File: src/rtl/cardinal_nic_dma.sv
// Transfer agent that drives a Cardinal NIC register port: sends a dmem block to the
// NIC output channel and drains NIC input packets into dmem, alternating between the two.
module cardinal_nic_dma (
  input  logic        CLK,
  input  logic        RESET,
  input  logic        go,
  input  logic [7:0]  tx_base,
  input  logic [7:0]  tx_len,
  input  logic [7:0]  rx_base,
  input  logic [7:0]  rx_len,
  output logic        busy,
  output logic        done,
  output logic        memEn,
  output logic        memWrEn,
  output logic [7:0]  memAddr,
  output logic [63:0] mem_dout,
  input  logic [63:0] mem_din,
  output logic        nicEn,
  output logic        nicWrEn,
  output logic [1:0]  addr_nic,
  output logic [63:0] din_nic,
  input  logic [63:0] dout_nic
);

  typedef enum logic [2:0] {
    S_IDLE,
    S_POLL_RX,
    S_POLL_TX,
    S_TX_MRD,
    S_TX_NWR,
    S_RX_NRD,
    S_RX_MWR,
    S_DONE
  } state_t;

  localparam logic [1:0] NIC_IN_BUF  = 2'b00;
  localparam logic [1:0] NIC_IN_STAT = 2'b01;
  localparam logic [1:0] NIC_OUT_BUF = 2'b10;
  localparam logic [1:0] NIC_OUT_ST  = 2'b11;

  state_t      state, state_next;
  logic [7:0]  tx_ptr, rx_ptr;
  logic [7:0]  tx_rem, rx_rem;
  logic [63:0] rx_hold;

  logic chan_full;
  assign chan_full = dout_nic[63];

  // NOTE: sequential state uses non-blocking assignments so every register samples
  // pre-edge values, independent of statement order.
  always_ff @(posedge CLK) begin
    if (RESET) begin
      state   <= S_IDLE;
      tx_ptr  <= '0;
      rx_ptr  <= '0;
      tx_rem  <= '0;
      rx_rem  <= '0;
      rx_hold <= '0;
    end else begin
      state <= state_next;
      case (state)
        S_IDLE: begin
          if (go) begin
            tx_ptr <= tx_base;
            rx_ptr <= rx_base;
            tx_rem <= tx_len;
            rx_rem <= rx_len;
          end
        end
        S_TX_NWR: begin
          tx_ptr <= tx_ptr + 8'd1;
          tx_rem <= tx_rem - 8'd1;
        end
        S_RX_NRD: rx_hold <= dout_nic;
        S_RX_MWR: begin
          rx_ptr <= rx_ptr + 8'd1;
          rx_rem <= rx_rem - 8'd1;
        end
        default: ;
      endcase
    end
  end

  // NOTE: every output and next-state is given a default first, so no path through
  // the case statement can leave a latch behind.
  always_comb begin
    state_next = state;
    busy       = (state != S_IDLE);
    done       = 1'b0;
    memEn      = 1'b0;
    memWrEn    = 1'b0;
    memAddr    = '0;
    mem_dout   = '0;
    nicEn      = 1'b0;
    nicWrEn    = 1'b0;
    addr_nic   = '0;
    din_nic    = '0;

    case (state)
      S_IDLE: begin
        if (go)
          state_next = (tx_len == 8'd0 && rx_len == 8'd0) ? S_DONE : S_POLL_RX;
      end
      S_POLL_RX: begin
        nicEn    = 1'b1;
        addr_nic = NIC_IN_STAT;
        if (rx_rem != 8'd0 && chan_full)          state_next = S_RX_NRD;
        else if (tx_rem == 8'd0 && rx_rem == 8'd0) state_next = S_DONE;
        else                                       state_next = S_POLL_TX;
      end
      S_POLL_TX: begin
        nicEn    = 1'b1;
        addr_nic = NIC_OUT_ST;
        if (tx_rem != 8'd0 && !chan_full)         state_next = S_TX_MRD;
        else if (tx_rem == 8'd0 && rx_rem == 8'd0) state_next = S_DONE;
        else                                       state_next = S_POLL_RX;
      end
      S_TX_MRD: begin
        memEn      = 1'b1;
        memAddr    = tx_ptr;
        state_next = S_TX_NWR;
      end
      S_TX_NWR: begin
        nicEn      = 1'b1;
        nicWrEn    = 1'b1;
        addr_nic   = NIC_OUT_BUF;
        din_nic    = mem_din;
        state_next = S_POLL_RX;
      end
      S_RX_NRD: begin
        nicEn      = 1'b1;
        addr_nic   = NIC_IN_BUF;
        state_next = S_RX_MWR;
      end
      S_RX_MWR: begin
        memEn      = 1'b1;
        memWrEn    = 1'b1;
        memAddr    = rx_ptr;
        mem_dout   = rx_hold;
        state_next = S_POLL_TX;
      end
      S_DONE: begin
        done       = 1'b1;
        state_next = S_IDLE;
      end
      default: state_next = S_IDLE;
    endcase

    // A reset arriving mid-word must not let the in-flight access reach dmem or the NIC.
    if (RESET) begin
      memEn   = 1'b0;
      memWrEn = 1'b0;
      nicEn   = 1'b0;
      nicWrEn = 1'b0;
    end
  end

endmodule

File: config.mk
export PLATFORM = sky130hd
export DESIGN_NAME = cardinal_nic_dma
export DESIGN_NICKNAME = d
export VERILOG_FILES = /design/src/rtl/cardinal_nic_dma.sv
export SDC_FILE = /design/constraint.sdc
export NUM_CORES = 1
export LEC_CHECK = 0
export CORE_MARGIN = 3
export CORE_UTILIZATION = 40
export CTS_CLUSTER_SIZE = 25
export DETAILED_ROUTE_END_ITERATION = 7
export MAX_ROUTING_LAYER = met4
export PLACE_DENSITY = 0.83
export SYNTH_ARGS = -nofsm -noshare
export SYNTH_HDL_FRONTEND = slang
export SYNTH_SLANG_ARGS = --single-unit
export TNS_END_PERCENT = 5
File: constraint.sdc
create_clock -name CLK -period 3.62 [get_ports CLK]
set_input_delay 0.724 -clock CLK [delete_from_list [all_inputs] [get_ports CLK]]
set_output_delay 0.724 -clock CLK [all_outputs]
set_load 0.1 [all_outputs]
==> flow_summary.yaml <==
outcome:
  status: "finished, final reports clean"
worst_hold_path:
  min_path_type: "register to register"
setup_path:
  crit_chain: "and3b_2 -> buf_4 -> and2_1 -> buf_4"
  critPathRequiredTime_ns: 2.90
  cp_max_fo: 51
  cpLargestDelayFamily: "simple AND/OR/NAND/NOR gates"
  critPathBufInv: 2
  arrival_ns: 2.59
  slowest_delay_ns: 0.82
  crit_top_cell: "buf_4"
  critPathSlowestCell: "and3b_2"
  worstSetupStartpointType: "register"
  path_class: "register to output pin"
  worst_setup_path_end_kind: "output pin"
sta:
  finClkSkew_ns: 0.00694
  hold_viol_final: 0
  rsz0062_at_grt: "no"
  tightest_slew_ns: 0.896
  fin_crit_ns: 3.32
  fin_crit_sh: 0.917
  setup_viol: 0
  max_slew_margin: 0.403
  finalMaxSlewViolations: 0
  fmax_ghz: 0.301
  worst_slack_ns: 0.302
yosys:
  synth-async-reset-ratio: 0
  yosys.area.top_type: "dfxtp_1"
  ys_types: 51
  yosysMostFrequentCell: "nand2_1"
  synth_mux_area_frac: 0
  ys.flop_type: "dfxtp_1"
  synth_simple_gate_area_frac: 0.373
  synthesis.nets: 858
  synth-xor-area-share: 0
  ys_seq_area_frac: 0.389
  synth_warnings: 0
  netlist_instances: 691
  ys_ff_latch: 99
  netlist_area_sq_mm: 0.00510
  syn_avg_cell_area_sq_um: 7.38
  synth_top_family_by_area: "simple AND/OR/NAND/NOR gates"
  synth-edff-count: 0
  yosysTopAreaCellShare: 0.389
  synth.area.top_cells: "dfxtp_1 (39%), and2_1 (16%), nand2_1 (11%)"
  synthAdderAreaFrac: 0.00982
  synth_compound_area_frac: 0.180
  synth_commonest_cells: "nand2_1 (154), and2_1 (128), dfxtp_1 (99)"
floorplan:
  rows: 40
  die-area_sq_mm: 0.0141
  die_h_um: 119
  ios: 307
  core_area_sq_mm: 0.0122
  initial_utilization: 0.417
  dieWidth_um: 119
power:
  power_density_mw_per_mm2: 344
  power.leakage_nw: 3.48
  irDropWorstVdd_mv: 0.234
detailed_routing:
  via_per_inst: 5.17
  met3WireLength_mm: 1.20
  wl_met2_mm: 10.2
  first_iter_violations: 416
  wl_per_cell_um: 16.7
  drc: 0
  first_pass_iters: 5
  drt-total-wl_mm: 19.1
  drtAntennaViolNets: 0
  drt-met1-wl_mm: 7.07
  dr.max_layer_used: "met4"
  vias: 5913
clocking:
  cts_buffers: 9
  cts_tree: "done"
  clock_sinks: 99
  insertion_delay_ns: 0.34
  clock_path_buffers: 2
  cts_setup_buffers: 0
  cts_resized: 0
  clock-root-buffer: "clkbuf_16"
  htreeDepth: 3
  ctsHoldBuffers: 0
  path_clk_slew_ns: 0.07
grt:
  grt_max_degree: 77
  first_global_vias: 5690
  grt_use_total: 0.268
  grt_pass1_wl_mm: 29.6
  grt_overflow_total: 0
  antenna_found_initial: 2
finish:
  area.growth.synth_to_final_pct: 71.7
  drive_gt1_frac: 0.190
  nFillCells: 1039
  nets: 1135
  final_util: 0.717
  final_area_sq_mm: 0.00875
placed_design:
  port_buffers: 306
  dp_slack_ns: 0.698
  gp_congestion: 0.864
  post_dp_cell_area_sq_mm: 0.00843
  dp_hpwl_mm: 14.6
job:
  max_cap_viol_count: 0
==> layout make-up <==
class	instances	area [sq um]	share of cell area
repair buffers	319	3310	0.378
multi-input cells	529	2890	0.331
flip-flops and latches	99	1980	0.226
clock buffers	11	253	0.0289
well taps	168	210	0.0240
clock inverters	5	61.3	0.00701
inverters	10	37.5	0.00429
diodes	2	5.00	0.000572
==> tightest hold or removal path, cell delays in order (launching register included) <==
cell	delay, ns
dfxtp_1	0.30
nand2_1	0.05
a21oi_1	0.05
==> where the power goes <==
group / internal (mW) / leakage [nW] / switching (mW)
Combinational: 0.337 / 2.53 / 0.475
Sequential: 1.14 / 0.804 / 0.0659
Clock: 0.575 / 0.144 / 0.418
Total: 2.06 / 3.48 / 0.959
==> metal layers <==
layer,global-route usage,vias to the layer above
met5,-,-
met4,0.114,0
met3,0.0408,38
met2,0.482,247
met1,0.294,2731
li1,-,2897
==> sequential cells by signal, indices dropped and copies added, names as in the netlist <==
name and count:
state 3, tx_rem 8, rx_ptr 8, rx_hold 64
rx_rem 8, tx_ptr 8
==> metrics by stage <==
step / hold WS, ns / setup TNS, ns / instances / power [mW]
2_1_floorplan: 0.432 / -0.406 / 691 / 1.69
3_3_place_gp: 0.437 / 0 / 1125 / 2.03
3_5_place_dp: 0.442 / 0 / 1125 / 2.04
4_1_cts: 0.451 / 0 / 1141 / 3.02
5_1_grt: 0.464 / 0 / 1143 / 3.13
6_report: 0.450 / 0 / 1143 / 3.01
==> cell usage in the layout, fill, tap and decap left out, drive strengths merged, types with 3 or more instances in the layout <==
master	n
clkbuf	11
nand4	4
or4	3
o211ai	5
a211oi	6
clkinvlp	3
nor3	9
a22o	6
nor4	9
a31oi	18
and3	11
and2	128
nand3	9
nor2	22
a32oi	3
dfxtp	99
nor3b	3
nand2	154
a21oi	85
o21ai	13
clkdlybuf4s50	161
or3	10
ha	4
inv	10
buf	158
==> cells by family (layout without fill, tap and decap cells) <==
logic type / Yosys count / count (layout)
simple gates: 372 / 372
flops: 99 / 99
fa+ha+maj: 4 / 4
other cells: 0 / 2
compound gates: 153 / 153
buf+inv: 63 / 345
==> final timing paths <==
path,from,end,slack [ns],cells after the start
max,state[2]$_SDFFE_PP0P_,mem_dout[35],0.30,4
min,rx_hold[43]$_SDFFE_PP0P_,rx_hold[43]$_SDFFE_PP0P_,0.45,2
max reg2reg,state[2]$_SDFFE_PP0P_,rx_rem[0]$_SDFFE_PP0P_,1.25,3
min reg2reg,rx_hold[43]$_SDFFE_PP0P_,rx_hold[43]$_SDFFE_PP0P_,0.45,2
No activity file was read; power rests on OpenSTA's default activity.
